File: src/rtl/disp_hex_mux_n.sv
// -----------------------------------------------------------------------------
// disp_hex_mux_n
// Parametrised N-digit multiplexed seven-segment driver. It scans DIGITS hex
// digits through time-shared anode enables. Display data lives in shadow
// registers, which are reloaded only at a frame boundary through an
// upd_req/upd_ack handshake. The driver also provides per-digit blanking,
// leading-zero suppression and PWM brightness control.
//
// Parameters
//   DIGITS  number of digits scanned (2..16)
//   DIV_W   prescaler width; each digit slot lasts 2**DIV_W clk cycles
//   PWM_W   brightness resolution (PWM_W <= DIV_W)
//
// Ports
//   clk        system clock, rising edge
//   reset      synchronous, active-high reset
//   lamp_test  (only with DISP_LAMP_TEST_EN) light every segment of the scanned digit
//   hex_in     digit i = hex_in[4i+3:4i]; digit 0 is the rightmost digit
//   dp_in      decimal point per digit
//   blank_in   1 = digit fully dark
//   lz_en      leading-zero suppression enable (live)
//   bright     brightness level (live)
//   upd_req    request to load hex_in/dp_in/blank_in into the shadow registers
//   upd_ack    1-cycle pulse after the shadow registers were loaded
//   an         one-hot digit enable, active high
//   sseg       [6:0] = abcdefg active low (a = bit 6), [7] = dp active high
//
// Configuration macro: DISP_LAMP_TEST_EN adds the lamp_test input.
// -----------------------------------------------------------------------------
module disp_hex_mux_n #(
  parameter int DIGITS = 4,
  parameter int DIV_W  = 16,
  parameter int PWM_W  = 2
) (
  input  logic                clk,
  input  logic                reset,
`ifdef DISP_LAMP_TEST_EN
  input  logic                lamp_test,
`endif
  input  logic [4*DIGITS-1:0] hex_in,
  input  logic [DIGITS-1:0]   dp_in,
  input  logic [DIGITS-1:0]   blank_in,
  input  logic                lz_en,
  input  logic [PWM_W-1:0]    bright,
  input  logic                upd_req,
  output logic                upd_ack,
  output logic [DIGITS-1:0]   an,
  output logic [7:0]          sseg
);

  localparam int IDX_W = (DIGITS > 1) ? $clog2(DIGITS) : 1;
  localparam logic [IDX_W-1:0] LAST_IDX = IDX_W'(DIGITS - 1);

  logic [DIV_W-1:0]    prescaler_q;
  logic [IDX_W-1:0]    idx_q;
  logic [4*DIGITS-1:0] hex_sh_q;
  logic [DIGITS-1:0]   dp_sh_q;
  logic [DIGITS-1:0]   blank_sh_q;
  logic                upd_ack_q;
  logic [DIGITS-1:0]   an_q, an_d;
  logic [7:0]          sseg_q, sseg_d;

  logic                tick;
  logic                load;
  logic [PWM_W-1:0]    phase;
  logic                pwm_on;
  logic [DIGITS-1:0]   supp;
  logic                lamp;

`ifdef DISP_LAMP_TEST_EN
  assign lamp = lamp_test;
`else
  assign lamp = 1'b0;
`endif

  assign tick   = (prescaler_q == '1);
  // The shadow registers are loaded only on the last cycle of the last slot,
  // so the new data always becomes visible on a whole frame.
  assign load   = tick && (idx_q == LAST_IDX) && upd_req;
  assign phase  = prescaler_q[DIV_W-1 -: PWM_W];
  assign pwm_on = (bright == '1) || (phase < bright);

  function automatic logic [6:0] decode(input logic [3:0] v);
    case (v)
      4'h0: decode = 7'h01;  4'h1: decode = 7'h4F;
      4'h2: decode = 7'h12;  4'h3: decode = 7'h06;
      4'h4: decode = 7'h4C;  4'h5: decode = 7'h24;
      4'h6: decode = 7'h20;  4'h7: decode = 7'h0F;
      4'h8: decode = 7'h00;  4'h9: decode = 7'h04;
      4'hA: decode = 7'h08;  4'hB: decode = 7'h60;
      4'hC: decode = 7'h31;  4'hD: decode = 7'h42;
      4'hE: decode = 7'h30;  default: decode = 7'h38;
    endcase
  endfunction

  // Walking down from the most significant digit, a digit is suppressed
  // while every digit from it upwards is zero. Digit 0 is never suppressed.
  always_comb begin
    logic zero_run;
    zero_run = 1'b1;
    supp     = '0;
    for (int i = DIGITS - 1; i >= 0; i--) begin
      zero_run = zero_run && (hex_sh_q[4*i +: 4] == 4'h0);
      supp[i]  = lz_en && (i != 0) && zero_run;
    end
  end

  // NOTE: every output of this block is given a default first, so no path can
  // leave it unassigned and infer a latch.
  always_comb begin
    an_d   = '0;
    sseg_d = 8'h7F;
    if (lamp) begin
      an_d[idx_q] = 1'b1;
      sseg_d      = 8'h80;
    end else if (!blank_sh_q[idx_q] && pwm_on) begin
      an_d[idx_q] = 1'b1;
      sseg_d[7]   = dp_sh_q[idx_q];
      if (!supp[idx_q]) sseg_d[6:0] = decode(hex_sh_q[4*idx_q +: 4]);
    end
  end

  // NOTE: state registers use non-blocking assignments so that every register
  // samples the pre-edge values, regardless of statement order.
  always_ff @(posedge clk) begin
    if (reset) begin
      prescaler_q <= '0;
      idx_q       <= '0;
      hex_sh_q    <= '0;
      dp_sh_q     <= '0;
      blank_sh_q  <= '1;
      upd_ack_q   <= 1'b0;
      an_q        <= '0;
      sseg_q      <= 8'h7F;
    end else begin
      prescaler_q <= prescaler_q + 1'b1;
      if (tick) idx_q <= (idx_q == LAST_IDX) ? '0 : idx_q + 1'b1;
      upd_ack_q <= load;
      if (load) begin
        hex_sh_q   <= hex_in;
        dp_sh_q    <= dp_in;
        blank_sh_q <= blank_in;
      end
      an_q   <= an_d;
      sseg_q <= sseg_d;
    end
  end

  assign upd_ack = upd_ack_q;
  assign an      = an_q;
  assign sseg    = sseg_q;

endmodule

File: config.mk
export PLATFORM = sky130hd
export DESIGN_NAME = disp_hex_mux_n
export DESIGN_NICKNAME = d
export VERILOG_FILES = /design/src/rtl/disp_hex_mux_n.sv
export SDC_FILE = /design/constraint.sdc
export NUM_CORES = 1
export LEC_CHECK = 0
export ABC_CLOCK_PERIOD_IN_PS = 2450
export CAP_MARGIN = 20
export CORE_MARGIN = 4
export CORE_UTILIZATION = 54
export DETAILED_ROUTE_END_ITERATION = 8
export PLACE_DENSITY = 0.81
export SKIP_LAST_GASP = 1
export SLEW_MARGIN = 20
export SYNTH_ARGS = -nofsm -noshare
export SYNTH_HDL_FRONTEND = slang
export SYNTH_SLANG_ARGS = --single-unit
File: constraint.sdc
create_clock -name clk -period 2.45 [get_ports clk]
set_input_delay 0.3675 -clock clk [delete_from_list [all_inputs] [get_ports clk]]
set_output_delay 0.3675 -clock clk [all_outputs]
set_load 0.01 [all_outputs]
==> results of run 1 <==
## power groups by stage
| stage | combinational, µW | sequential [µW] | clock [µW] |
|---|---|---|---|
| after CTS | 74.8 | 902 | 541 |
| after global routing | 79.6 | 903 | 578 |
| after floorplan | 19.6 | 921 | 0 |
| after global placement | 73.7 | 922 | 0 |
| after detailed placement | 74.1 | 922 | 0 |
| final | 74.2 | 902 | 525 |
## synth_stat cells (all sizes together) (3+ instances only)
cell and count:
mux4 6, a21oi 26, xnor2 3, nand2 11, dfxtp 55, and2 7, inv 9, ha 12
nand3 14, xor2 9, mux2 4, and3 3, mux2i 7, clkbuf 12, o31ai 25, nor2 14
nor3 4, buf 14, o21ai 4, o221ai 3, nand4 28, and4 3
## flip-flops by register name, summed over array words and instances (netlist names)
signal,cells
an,4
upd_ack,1
idx_q,2
blank_sh_q,4
prescaler_q,16
hex_sh_q,16
dp_sh_q,4
sseg,8
## final timing paths
check	from	endpoint	slack, ns	cells after the start
max	bright[1]	sseg[2]$_SDFF_PP1_	0.40	7
min	prescaler_q[0]$_SDFF_PP0_	prescaler_q[0]$_SDFF_PP0_	0.47	1
max reg2reg	prescaler_q[0]$_SDFF_PP0_	hex_sh_q[6]$_SDFFE_PP0P_	0.44	6
min reg2reg	prescaler_q[0]$_SDFF_PP0_	prescaler_q[0]$_SDFF_PP0_	0.47	1
## layout make-up
cell class              instances  area (µm²)  share of cell area (%)
flip-flops and latches         55        1101                   32.76
clock inverters                 3       26.28                  0.7818
inverters                       9       33.78                   1.005
repair buffers                 53       515.5                   15.34
clock buffers                   5       68.82                   2.048
multi-input cells             204        1528                   45.46
well taps                      70       87.58                   2.606
## worst max-delay path, cell delays in order
cell	delay [ns]
clkdlybuf4s50_1	0.48
inv_1	0.05
ha_1	0.20
or3b_2	0.47
a211oi_4	0.33
o31a_4	0.27
o311ai_1	0.10
## per-stage QoR
stage                     instance area, µm²  hold WS, ns  util, %
final                                   3361       0.4711    66.22
after global routing                    3361       0.5023    66.22
after detailed placement                3266       0.4500    64.35
after CTS                               3361       0.4725    66.22
after floorplan                         2816       0.4261        -
after global placement                  3266       0.4398    64.35
## placed cells by master, fill, tap and decap left out, types with 2 or more instances in the layout
cell	n
dfxtp_1	55
clkdlybuf4s50_1	42
nand4_1	28
a21oi_1	26
o31ai_1	25
nor2_1	14
nand3_1	13
ha_1	12
nand2_1	11
buf_4	10
inv_1	9
xor2_1	9
and2_1	7
mux2i_1	7
mux4_2	5
clkbuf_8	5
o21ai_0	4
mux2_2	4
nor3_1	4
and4_1	3
xnor2_1	3
and3_1	3
o221ai_2	3
or4_1	2
nor4_1	2
o211ai_1	2
or3_1	2
inv_6	2
## routing by layer
layer	global-route usage (%)	vias up	wire length [µm]
met4	10.30	0	126
met5	0	-	0
met3	3.924	14	464
met1	25.92	1131	2684
met2	31.87	94	2944
li1	-	1166	-
## cell families (layout without fill, tap and decap cells)
kind of cell | after synthesis | count (layout) | synth area share (%)
XOR/XNOR | 12 | 12 | 3.732
multiplexers | 17 | 17 | 9.018
AO/OA/AOI/OAI | 68 | 68 | 17.24
AND/OR/NAND/NOR | 95 | 95 | 18.93
adder cells (fa/ha/maj) | 12 | 12 | 5.331
flip-flops | 55 | 55 | 39.09
buffers and inverters | 35 | 70 | 6.664
==> results_dict.tcl, run 1 <==
set metrics [dict create \
    status "complete, no violations" \
    setup_viol 0 \
    worstMarginPinSlew_ns 0.5131 \
    syn_to_final_growth_pct 19.32 \
    swShare_pct 22.86 \
    grt_util_all_layers_pct 20.13 \
    crit_type "input pin to flop" \
    grt_pass1_wl_um 10360 \
    clk-insertion-delay-late_ns 0.32 \
    hold_buffers 0 \
    grt_pass1_vias 2286 \
    instances_no_fill 399 \
    dp_hpwl_um 4391 \
    synthArstFlopShare_pct 0 \
    gp_congestion 0.8695 \
    fillers 438 \
    grt_max_degree 27 \
    slew_viol_final 0 \
    vias_per_cell 6.028 \
    syn-num-nets 336 \
    cts_sinks 55 \
    tns_ns 0 \
    p_int_uw 1158 \
    h-tree-depth 2 \
    clockPowerShare_pct 35.0 \
    seqPwrFrac_pct 60.1 \
    worst_setup_path_start_kind "input pin" \
    wire_per_inst_um 15.59 \
    cts_root_buffer "clkbuf_8" \
    hp-class "flop to flop" \
    grt.overflow.total 0 \
    cts-resized-gates 0 \
    synth_seq_cells 55 \
    p_leak_uw 0.001105 \
    core_area_um2 5075 \
    seq_area_frac_synth_pct 39.09 \
    fin_crit_ns 2.050 \
    vias 2405 \
    post_synth.cell_area_avg_um2 9.580 \
    post-route-drc-count 0 \
    synthCells 294 \
    cts_setup_buffers 0 \
    pre_cts_ws_ns 0.08736 \
    io_buffer_count 42 \
    nets 370 \
    pwr-share-comb_pct 4.9 \
    initial_core_util_pct 55.50 \
    hold_viol_final 0 \
    firstDrtPassIters 4 \
    end_kind "flop" \
    synth_top_area_cell "dfxtp_1" \
    post-place-cells 391 \
    p_total_uw 1501 \
    synth.area.top_cells "dfxtp_1 39%, o31ai_1 6.7%, nand4_1 6.2%" \
    syn_area_um2 2816 \
    diodes 0 \
    rsz0062_at_grt "false" \
    routed_wl_um 6220 \
    ios 43 \
    max_cap_viol_count 0 \
    numCtsBuffers 5 \
    fin_crit_sh_pct 83.66 \
    fmax_mhz 487.9 \
    p_switching_uw 343.1 \
    die_h_um 80.22 \
    dieArea_um2 6435 \
    ant_nets 0 \
    synth-edff-count 0 \
    drt-initial-drc-count 164 \
    synth_top_area_share_pct 39.09 \
    antenna_found_initial 0 \
    drive_gt1_share_pct 11.25 \
    chipWidth_um 80.22 \
    synth_cell_types 45 \
    required_ns 2.65 \
    worst_ep_arrival_time_ns 2.25 \
    cts_tree "built" \
    p_per_area_nw_per_um2 446.5 \
    path_max_fanout 7 \
    ys_warn_count 0 \
    fin_ws_ns 0.4003 \
    rows 26 \
    clockBufferDepth 2 \
    peakVddDrop_uv 335.1 \
    synthFlopType "dfxtp_1" \
    slew_headroom_pct 65.79 \
    clkTransAtPathRegs_ns 0.10 \
    fin_skew_ns 0.01267 \
]
No activity file was read; power rests on OpenSTA's default activity.
==> run 2, diff against run 1 <==
--- a/config.mk
+++ b/config.mk
@@ -5,12 +5,12 @@
 export SDC_FILE = /design/constraint.sdc
 export NUM_CORES = 1
 export LEC_CHECK = 0
-export ABC_CLOCK_PERIOD_IN_PS = 2450
+export ABC_CLOCK_PERIOD_IN_PS = 1750
 export CAP_MARGIN = 20
 export CORE_MARGIN = 4
-export CORE_UTILIZATION = 54
+export CORE_UTILIZATION = 49
 export DETAILED_ROUTE_END_ITERATION = 8
-export PLACE_DENSITY = 0.81
+export PLACE_DENSITY = 0.77
 export SKIP_LAST_GASP = 1
 export SLEW_MARGIN = 20
 export SYNTH_ARGS = -nofsm -noshare
==> constraint.sdc (replaced) <==
create_clock -name clk -period 1.75 [get_ports clk]
set_input_delay 0.2625 -clock clk [delete_from_list [all_inputs] [get_ports clk]]
set_output_delay 0.2625 -clock clk [all_outputs]
set_load 0.01 [all_outputs]
==> run 2 against run 1 <==
The run now ends with negative setup slack left. Critical path type is now flop to flop. Combinational power up 50%. Worst hold slack better by 0.0013 ns. Sequential cell count unchanged. Die area up 9.2%. Design area up 8.6%. Final cell count up 6.5%. Worst setup slack worse by 0.48 ns. Count of clock-buffer cells in the layout up 1. Clock skew down 0.0064 ns. Critical path depth unchanged. Wire length up 6.3%. First-iteration DRC count down 10%. Highest routed layer unchanged.
==> results_dict.tcl, run 2 (synthesis gave the netlist of run 1 again) <==
set metrics [dict create \
    status "finished with violations" \
    violations "negative setup slack" \
    worst_setup_path_start_kind "flop" \
    worstMarginPinSlew_ns 0.4093 \
    fin_ws_ns -0.08313 \
    max_cap_viol_count 0 \
    crit_chain "mux4_2 > inv_4 > ha_4 > inv_2 > mux2i_1 > mux2_4 > nand2_2" \
    post-route-drc-count 0 \
    grt_pass1_wl_um 10680 \
    regArea_um2 1107 \
    routed_wl_um 6613 \
    wire_per_inst_um 15.56 \
    cp_slowest_cell "mux4_2" \
    rsz0062_at_grt "true" \
    ios 43 \
    multi_input_area_um2 1607 \
    diodes 0 \
    rows 27 \
    crit_type "flop to flop" \
    hp-class "flop to flop" \
    cts_tree "built" \
    grt_max_degree 25 \
    nets 394 \
    grt.overflow.total 0 \
    h-tree-depth 2 \
    ant_nets 0 \
    fin_crit_sh_pct 104.8 \
    io_buffer_count 42 \
    clk-insertion-delay-late_ns 0.31 \
    final_cell_mix "52 x dfxtp_1, 41 x clkdlybuf4s50_1, 31 x buf_4" \
    fin_skew_ns 0.006300 \
    syn_to_final_growth_pct 29.54 \
    cts_root_buffer "clkbuf_8" \
    die_h_um 83.82 \
    grt_pass1_vias 2300 \
    chipWidth_um 83.82 \
    gp_congestion 0.8390 \
    fmax_mhz 545.5 \
    drive_gt1_share_pct 23.23 \
    dieArea_um2 7025 \
    fin_util_pct 65.85 \
    clkTransAtPathRegs_ns 0.09 \
    tns_ns -0.2079 \
    slew_headroom_pct 72.46 \
    initial_core_util_pct 50.84 \
    setup_viol 4 \
    numCtsBuffers 5 \
    clockBufferDepth 2 \
    hold_buffers 0 \
    vias_per_cell 5.727 \
    antenna_found_initial 0 \
    required_ns 2.01 \
    fin_crit_ns 1.833 \
    grt_util_all_layers_pct 18.56 \
    fillers 468 \
    slew_viol_final 0 \
    worst_ep_arrival_time_ns 2.09 \
    firstDrtPassIters 4 \
    layout_commonest_cell "dfxtp_1" \
    peakVddDrop_uv 440.0 \
    vias 2434 \
    hold_viol_final 0 \
    drt-initial-drc-count 147 \
    dp_hpwl_um 4784 \
    core_area_um2 5540 \
    cts_sinks 55 \
    end_kind "flop" \
    p_leak_uw 0.001239 \
    max_stage_delay_ns 0.62 \
    p_per_area_nw_per_um2 563.1 \
    path_max_fanout 6 \
]
## run 2: final timing paths
check / startpoint / end / slack (ns) / depth (start not counted)
worst max register to register: idx_q[0]$_SDFFE_PP0N_ / sseg[3]$_SDFF_PP1_ / -0.08 / 7
worst min register to register: dp_sh_q[2]$_SDFFE_PP0P_ / dp_sh_q[2]$_SDFFE_PP0P_ / 0.47 / 2
worst min-delay path: dp_sh_q[2]$_SDFFE_PP0P_ / dp_sh_q[2]$_SDFFE_PP0P_ / 0.47 / 2
worst max-delay path: idx_q[0]$_SDFFE_PP0N_ / sseg[3]$_SDFF_PP1_ / -0.08 / 7
## run 2: critical path: cells and delay by family, from the launching register on
kind          cells  cell delay [ns]
buf+inv           2             0.17
mux               3             0.96
flops             1             0.40
fa+ha+maj         1             0.20
simple gates      1             0.05
## run 2: power breakdown
group | internal (µW) | switching [µW]
sequential | 1260 | 4.82
clock | 281 | 402
combinational | 72.3 | 39.1
total | 1610 | 446
## run 2: area by class of cell
type                            instances  area share [%]
Clock buffer                            6           1.989
Clock inverter                          2          0.3429
Inverter                                9          0.9945
Multi-Input combinational cell        204           44.03
Sequential cell                        55           30.35
Tap cell                               72           2.469
Timing Repair Buffer                   77           19.82
## run 2: per-stage QoR
step | setup slack [ns] | hold WS (ns) | area (µm²) | total power (µW) | cells
2_1_floorplan | -0.1962 | 0.4168 | 2844 | 1317 | 294
3_3_place_gp | -0.5038 | 0.4529 | 3475 | 1399 | 415
3_5_place_dp | -0.5537 | 0.4567 | 3475 | 1400 | 415
4_1_cts | -0.07142 | 0.4693 | 3601 | 2075 | 425
5_1_grt | -0.1639 | 0.4879 | 3649 | 2135 | 425
6_report | -0.08313 | 0.4723 | 3649 | 2054 | 425
## run 2: repair_timing
item | CTS | global route
buffers inserted | 2 | 0
pin swaps | 2 | 8
setup endpoints to repair | 14 | 33
gates resized for setup | 10 | 14
## run 2: layer usage
| layer | vias to the layer above | track usage (%) | share of wire [%] |
|---|---|---|---|
| met3 | 6 | 4.344 | 4.7 |
| met2 | 54 | 30.51 | 51 |
| met4 | 0 | 5.409 | 1.3 |
| met5 | - | 0 | 0 |
| li1 | 1218 | - | - |
| met1 | 1156 | 24.24 | 43 |
